[src/rtl/gmii_pkg.sv]
// Shared GMII constants, monitor state encoding and small helpers
// used by the loopback PHY model.
package gmii_pkg;

    localparam logic [7:0] GMII_PREAMBLE    = 8'h55;
    localparam logic [7:0] GMII_SFD         = 8'hD5;
    localparam logic [7:0] GMII_CARRIER_EXT = 8'h0F;

    typedef enum logic [1:0] {
        MON_IDLE     = 2'd0,
        MON_PREAMBLE = 2'd1,
        MON_DATA     = 2'd2,
        MON_BAD      = 2'd3
    } mon_state_e;

    // One transmit-side GMII beat as carried through the loopback pipeline.
    typedef struct packed {
        logic [7:0] data;
        logic       en;
        logic       er;
    } gmii_beat_t;

    function automatic logic [15:0] sat_inc(input logic [15:0] value);
        return (value == 16'hFFFF) ? value : value + 16'd1;
    endfunction

endpackage

[src/rtl/gmii_frame_monitor.sv]
// Transmit frame monitor: checks preamble/SFD, frame length and tx_er,
// and keeps saturating good/bad frame statistics.
module gmii_frame_monitor
    import gmii_pkg::*;
#(
    parameter int MIN_FRAME = 64,
    parameter int MAX_FRAME = 1518
) (
    input  logic        clk,
    input  logic        rst_n,
    input  logic [7:0]  txd,
    input  logic        tx_en,
    input  logic        tx_er,
    input  logic        clear_stats,
    output logic [15:0] frame_count,
    output logic [15:0] err_count,
    output logic [15:0] last_len,
    output logic        preamble_err
);

    localparam logic [15:0] MIN_LEN = 16'(MIN_FRAME);
    localparam logic [15:0] MAX_LEN = 16'(MAX_FRAME);

    mon_state_e  state_q, state_d;
    logic [2:0]  pre_cnt_q, pre_cnt_d, cnt_in;
    logic [15:0] len_q, len_d;
    logic        er_q, er_d;
    logic        prev_en_q;
    logic        pre_byte, pre_bad, frame_end, frame_good;

    always_comb begin
        // NOTE: every combinational output gets a default first so no path can infer a latch.
        state_d   = state_q;
        pre_cnt_d = pre_cnt_q;
        len_d     = len_q;
        er_d      = er_q;
        cnt_in    = pre_cnt_q;
        pre_byte  = 1'b0;
        pre_bad   = 1'b0;
        frame_end = 1'b0;

        case (state_q)
            // prev_en_q resets high, so a frame already running at reset release is skipped.
            MON_IDLE: begin
                if (tx_en && !prev_en_q) begin
                    pre_byte = 1'b1;
                    cnt_in   = '0;
                    len_d    = '0;
                    er_d     = 1'b0;
                end
            end
            MON_PREAMBLE: pre_byte = tx_en;
            MON_DATA:     if (tx_en) len_d = sat_inc(len_q);
            default: ;
        endcase

        if (tx_en && tx_er)
            er_d = 1'b1;

        if (pre_byte) begin
            if (txd == GMII_PREAMBLE && cnt_in != 3'd7) begin
                state_d   = MON_PREAMBLE;
                pre_cnt_d = cnt_in + 3'd1;
            end else if (txd == GMII_SFD && cnt_in != 3'd0) begin
                state_d = MON_DATA;
            end else begin
                state_d = MON_BAD;
                pre_bad = 1'b1;
            end
        end

        if (state_q != MON_IDLE && !tx_en) begin
            frame_end = 1'b1;
            state_d   = MON_IDLE;
        end
    end

    assign frame_good = (state_q == MON_DATA) && !er_q &&
                        (len_q >= MIN_LEN) && (len_q <= MAX_LEN);

    always_ff @(posedge clk or negedge rst_n) begin
        if (!rst_n) begin
            state_q      <= MON_IDLE;
            pre_cnt_q    <= '0;
            len_q        <= '0;
            er_q         <= 1'b0;
            prev_en_q    <= 1'b1;
            frame_count  <= '0;
            err_count    <= '0;
            last_len     <= '0;
            preamble_err <= 1'b0;
        end else begin
            // NOTE: sequential state uses non-blocking assignments so every register samples pre-edge values.
            state_q   <= state_d;
            pre_cnt_q <= pre_cnt_d;
            len_q     <= len_d;
            er_q      <= er_d;
            prev_en_q <= tx_en;
            if (clear_stats) begin
                frame_count  <= '0;
                err_count    <= '0;
                last_len     <= '0;
                preamble_err <= 1'b0;
            end else begin
                if (frame_end) begin
                    last_len <= (state_q == MON_DATA) ? len_q : '0;
                    if (frame_good) frame_count <= sat_inc(frame_count);
                    else            err_count   <= sat_inc(err_count);
                end
                if (pre_bad)
                    preamble_err <= 1'b1;
            end
        end
    end

endmodule

[src/rtl/gmii_phy.sv]
// GMII loopback PHY model: delays the MAC transmit stream onto the receive
// side through a fixed-depth pipeline and monitors transmitted frames.
module gmii_phy
    import gmii_pkg::*;
#(
    parameter int LATENCY   = 4,
    parameter int MIN_FRAME = 64,
    parameter int MAX_FRAME = 1518
) (
    input  logic        phy_gtx_clk,
    input  logic        phy_rst_n,
    input  logic [7:0]  phy_txd,
    input  logic        phy_tx_en,
    input  logic        phy_tx_er,
    output logic        phy_tx_clk,
    output logic        phy_rx_clk,
    output logic [7:0]  phy_rxd,
    output logic        phy_rx_dv,
    output logic        phy_rx_er,
    input  logic        loopback_en,
    input  logic        clear_stats,
    output logic [15:0] frame_count,
    output logic [15:0] err_count,
    output logic [15:0] last_len,
    output logic        preamble_err
);

    gmii_beat_t pipe_q [LATENCY];
    gmii_beat_t last_beat;
    logic       gate_q;
    logic       in_flight;
    logic [7:0] rxd_d;
    logic       rx_dv_d, rx_er_d;

    assign phy_tx_clk = phy_gtx_clk;
    assign phy_rx_clk = phy_gtx_clk;
    assign last_beat  = pipe_q[LATENCY-1];

    always_comb begin
        in_flight = phy_tx_en;
        for (int i = 0; i < LATENCY; i++)
            in_flight = in_flight | pipe_q[i].en;
    end

    // Carrier extend / false carrier (en=0, er=1) is passed through with its data byte.
    always_comb begin
        rxd_d   = 8'h00;
        rx_dv_d = 1'b0;
        rx_er_d = 1'b0;
        if (gate_q && (last_beat.en || last_beat.er)) begin
            rxd_d   = last_beat.data;
            rx_dv_d = last_beat.en;
            rx_er_d = last_beat.er;
        end
    end

    always_ff @(posedge phy_gtx_clk or negedge phy_rst_n) begin
        if (!phy_rst_n) begin
            // NOTE: the delay line is a handful of flops, so it is reset like any other state.
            for (int i = 0; i < LATENCY; i++)
                pipe_q[i] <= '0;
            gate_q    <= 1'b0;
            phy_rxd   <= 8'h00;
            phy_rx_dv <= 1'b0;
            phy_rx_er <= 1'b0;
        end else begin
            pipe_q[0] <= '{data: phy_txd, en: phy_tx_en, er: phy_tx_er};
            for (int i = 1; i < LATENCY; i++)
                pipe_q[i] <= pipe_q[i-1];
            // The gate only moves between frames so rx never sees a truncated or spliced frame.
            if (!in_flight)
                gate_q <= loopback_en;
            phy_rxd   <= rxd_d;
            phy_rx_dv <= rx_dv_d;
            phy_rx_er <= rx_er_d;
        end
    end

    gmii_frame_monitor #(
        .MIN_FRAME (MIN_FRAME),
        .MAX_FRAME (MAX_FRAME)
    ) u_mon (
        .clk          (phy_gtx_clk),
        .rst_n        (phy_rst_n),
        .txd          (phy_txd),
        .tx_en        (phy_tx_en),
        .tx_er        (phy_tx_er),
        .clear_stats  (clear_stats),
        .frame_count  (frame_count),
        .err_count    (err_count),
        .last_len     (last_len),
        .preamble_err (preamble_err)
    );

endmodule

[config.mk]
export PLATFORM = sky130hd
export DESIGN_NAME = gmii_phy
export DESIGN_NICKNAME = d
export VERILOG_FILES = /design/src/rtl/gmii_pkg.sv /design/src/rtl/gmii_frame_monitor.sv /design/src/rtl/gmii_phy.sv
export SDC_FILE = /design/constraint.sdc
export NUM_CORES = 1
export LEC_CHECK = 0
export CAP_MARGIN = 40
export CORE_MARGIN = 2
export CORE_UTILIZATION = 45
export CTS_BUF_LIST = sky130_fd_sc_hd__clkbuf_8
export CTS_CLUSTER_SIZE = 8
export DETAILED_ROUTE_END_ITERATION = 6
export PLACE_DENSITY = 0.68
export SKIP_LAST_GASP = 1
export SYNTH_ARGS = -nofsm -noshare
export SYNTH_HDL_FRONTEND = slang
export SYNTH_SLANG_ARGS = --single-unit
[constraint.sdc]
create_clock -name phy_gtx_clk -period 6.36 [get_ports phy_gtx_clk]
set_clock_uncertainty 0.1 [all_clocks]
set_input_delay 0.954 -clock phy_gtx_clk [delete_from_list [all_inputs] [get_ports phy_gtx_clk]]
set_output_delay 0.954 -clock phy_gtx_clk [all_outputs]
set_load 0.1 [all_outputs]
Word level (Yosys, flattened, before mapping)
Cells that the tools add are included.
{"block": "word_totals", "ff_bits": 123, "inputBits": 14, "output_inout_bits": 61, "word_cells": 112}
{"block": "op_classes", "n_addsub": 4, "order_cmp": 2, "eq_ne": 14, "muxes": 35, "n_bitwise": 4, "n_reduce_logical": 28}
{"cell": "two-way mux 16 bit", "n": 14}
{"cell": "adder 16 x 1 -> 16 bit, second input constant", "n": 3}
{"cell": "equality test 16 bit, second input constant", "n": 3}
{"cell": "case mux 16 bit (2 select lines)", "n": 1}
{"cell": ">= comparator 16 x 7 -> 1 bit, second input constant", "n": 1}
{"cell": "<= comparator 16 x 11 -> 1 bit, second input constant", "n": 1}
{"cell": "nonzero test 2 bit", "n": 8}
{"cell": "two-way mux 1 bit", "n": 13}
{"cell": "inequality test 2 bit, second input constant", "n": 5}
{"cell": "logical AND 1 bit", "n": 9}
{"cell": "equality test 8 x 7 -> 1 bit, second input constant", "n": 1}
{"cell": "equality test 8 bit, second input constant", "n": 1}
{"cell": "two-way mux 8 bit", "n": 1}
{"cell": "two-way mux 2 bit", "n": 3}
{"cell": "two-way mux 3 bit", "n": 2}
{"cell": "AND reduction 3 bit", "n": 2}
{"cell": "OR 1 bit", "n": 4}
{"cell": "AND reduction 2 bit", "n": 2}
{"cell": "AND reduction 4 bit", "n": 1}
{"cell": "adder 3 x 1 -> 3 bit, second input constant", "n": 1}
{"cell": "logical NOT 1 bit", "n": 3}
{"cell": "inequality test 3 bit, second input constant", "n": 1}
{"cell": "nonzero test 3 bit", "n": 1}
{"cell": "equality test 2 x 1 -> 1 bit, second input constant", "n": 1}
{"cell": "5 further kinds", "n": 5}

Longest topological paths before layout
Gate-level depths: netlist (run 1).
{"block": "logic_depth", "word_depth": 11, "ltp_mapped": 9, "ltp_nobuf": 8}

By module
Synthesis (run 1) repeated with hierarchy kept, for this count alone.
{"block": "hier_totals", "hier_cells": 458, "hier_area_um2": 5123.7}
{"module": "gmii_frame_monitor", "n_inst": 1, "cells_each": 391, "area_each_um2": 3739.8, "seq_area_each_um2": 1803.0}
{"module": "gmii_phy", "n_inst": 1, "cells_each": 67, "area_each_um2": 1383.8, "seq_area_each_um2": 1276.2}

==> key figures, run 1 <==
Status
  • Status: finished clean

Critical path
  • WP depth: 3
  • CP dominant cell by count: clkbuf_8
  • Critical path, cell by cell: clkbuf_8 > clkbuf_8 > clkdlybuf4s50_1
  • Kind of critical path: clock port to output pin
  • Max stage delay cell, worst path: clkdlybuf4s50_1
  • Reg2reg setup slack: approximately 3.3 ns
  • Largest stage delay on the critical path: 0.95 ns
  • Worst EP required: 5.31 ns
  • Reg2Reg Capture Point: u_mon.pre_cnt_q[1]
  • RR Startpoint: u_mon.state_q[1]
  • Kind of cell adding the most delay to the critical path: buffers and inverters
  • FF-to-FF path depth: 7
  • CP Launch Type: clock port
  • Worst Path Buf+Inv: 3
  • Worst setup EP type: output pin
  • Worst setup path startpoint: phy_gtx_clk
  • Critical Path AT: approximately 4.4 ns
  • Critical path peak fanout: 2
  • Worst setup path endpoint: phy_rx_clk

Synth
  • Syn_nets: 451
  • Ys async rst share: 100%
  • Ys flop type: dfrtp_1
  • Post-synth EDFFs: 0
  • Seq/Total Area, Yosys: 61.3%
  • Mean post-synth cell area: 11.7 sq um
  • Area of the mapped netlist: 0.00503 sq mm
  • Synthesis Warnings: 0
  • Netlist cell types: 47
  • Post-synthesis register bit count: 123
  • Mapped Cells: 430

Cells and area
  • Final design utilization: 67.5%
  • Fillers: 786
  • Final nets: approximately 600
  • Layout cell share with drive strength beyond 1: 20.5%
  • Final std cells w/o fill: about 730
  • Antenna diodes: 0
  • Layout area overhead: 46.3%

STA
  • RSZ-0062 raised after global routing: false
  • Final Hold Vio Count: 0
  • Finish-stage setup viols: 0
  • TNS Setup: 0 ns
  • Slew at the pin with the worst max-slew slack: 0.964 ns
  • Slew HR: 35.6%
  • Final Slew Violations: 0

Clock tree
  • CTS Hold Bufs: 0
  • Post-CTS Setup Bufs: 0
  • Clock latency on the worst-skew pair: 0.52 ns
  • CTS tree: yes
  • Clock-pin slew on the worst setup and hold paths: 0.07 ns
  • Resize count post-CTS: 0

Placement
  • Cells after DPL: 695
  • IO buf count: 74
  • Gpl congestion: between 0.8 and 0.9
  • DP Wirelength: 7620 um

Drt
  • DR vias: 3,777
  • Routed WL: 10,900 um
  • Pre-Repair DR Iteration Count: 5
  • Remaining antenna violation count: 0
  • Via-to-Cell Ratio: between 5 and 6
  • DR DRC count: 0
  • Iteration-0 DRC Markers: roughly 270
  • WL/cell: 14.9 um

Die
  • Die Width: 110 um
  • Initial Util: 46.2%
  • Die Ht: 110 um
  • I/O pin count: 75
  • CORE AREA: 0.0109 sq mm
  • Cell row count: 38
  • Die area: 0.0120 sq mm

Job
  • MaxCap Viol Count: 0

Global routing
  • Total Routing Usage GR: between 20 and 25%
  • Initial antenna violation count: 0
  • Largest net degree at the start of global routing: 53
  • Vias in the first global route: about 3,900
  • First-pass GRT wire length: 18,800 um
  • Remaining Overflow, GRT: 0

Min path
  • Hold WC Path Type: input pin to async pin

Pwr
  • Lkg Pwr: between 0.003 and 0.004 uW
  • VDD IR max: 419 uV
  • Power Density: 260 mW/mm^2
-- cell usage after synthesis (5+ instances only) --
cell      count  area [sq um]
a21oi_1       8          40.0
a22o_1       17           149
and2_1       13          81.3
and3_1       11          68.8
clkbuf_1     13          48.8
dfrtp_1     122          3050
ha_1          7          87.6
inv_1         8          30.0
mux2_2        5          56.3
nand2_1      21          78.8
nand3_1      23           115
nand4_1      15          93.8
nor2_1       57           214
nor3_1       11          55.1
nor4_1        7          43.8
o21ai_0       6          30.0
xnor2_1      14           123
xor2_1       24           210
-- per-layer routing --
| layer | wire, um | track usage [%] | vias to the layer above | share of wire (%) |
|---|---|---|---|---|
| met5 | 0 | 0 | - | 0 |
| met4 | 121 | 8.59 | 0 | 1.1 |
| met3 | 441 | 6.40 | 11 | 4.0 |
| met2 | 5610 | 33.3 | 91 | 51 |
| li1 | - | - | 1798 | - |
| met1 | 4750 | 26.1 | 1877 | 44 |
-- logic make-up after synthesis --
family                   after synthesis  synth area share [%]
AND/OR/NAND/NOR                      188                  19.9
flip-flops                           123                  61.3
AO/OA/AOI/OAI                         43                  6.95
XOR/XNOR                              38                  6.62
buffers and inverters                 25                  2.19
adder cells (fa/ha/maj)                7                  1.74
multiplexers                           6                  1.32
-- sequential cells by signal (all words and copies together), names as in the netlist --
name / flops
u_mon.state_q: 2
u_mon.prev_en_q: 1
u_mon.len_q: 16
last_beat: 10
u_mon.pre_cnt_q: 3
u_mon.preamble_err: 1
u_mon.err_count: 16
u_mon.last_len: 16
u_mon.frame_count: 16
pipe_q: 30
phy_rxd: 8
phy_rx_dv: 1
gate_q: 1
phy_rx_er: 1
u_mon.er_q: 1
-- per-stage QoR --
stage / hold WS, ns / setup WS [ns] / power (uW) / area [sq um]
after global placement: 0.233 / 1.19 / 1130 / 5900
after global routing: 0.217 / 0.920 / 1990 / 7350
after floorplan: 0.231 / 1.91 / 1060 / 5030
after detailed placement: 0.235 / 1.19 / 1170 / 6880
final: 0.233 / 0.936 / 1910 / 7350
after CTS: 0.204 / 0.925 / 1930 / 7350
-- worst min path at each step --
| stage | start | end | slack (ns) | cells after the start |
|---|---|---|---|---|
| CTS | phy_rst_n | u_mon.pre_cnt_q[2] | 0.20 | 1 |
| floorplan | pipe_q[10] | last_beat[0] | 0.23 | 0 |
| global route | phy_rst_n | u_mon.pre_cnt_q[2] | 0.22 | 1 |
| finish | phy_rst_n | u_mon.pre_cnt_q[2] | 0.23 | 1 |
| detailed placement | pipe_q[13] | last_beat[3] | 0.23 | 0 |
| global placement | pipe_q[13] | last_beat[3] | 0.23 | 0 |
-- cell type report --
cell class                 count  area (sq um)  area share, %
timing repair buffer         140          1740           23.7
sequential                   123          3080           41.9
inverter                       8          30.0          0.408
tap                          140           175           2.38
clock buffer                  26           350           4.77
clock inverter                12           139           1.89
multi-input combinational    282          1840           25.0
-- power breakdown --
part,internal (uW),switching (uW),total [uW]
clock network,457,428,885
logic,69.8,129,199
registers,810,15.8,826
-- cells in the final DEF, fill, tap and decap left out, types with 14 or more instances in the layout --
cell,count
clkbuf_8,24
clkdlybuf4s50_1,73
nor2_1,57
dfrtp_1,122
xor2_1,24
xnor2_1,14
nand4_1,15
a22o_1,17
nand3_1,23
buf_8,55
nand2_1,21
Note: power is estimated with default switching activity, not from simulation.
==> run 2: changes to the inputs <==
- CTS_CLUSTER_DIAMETER: default -> 60
==> results of run 2 <==
The final DEF is identical to that of run 1; final timing and power are the same.
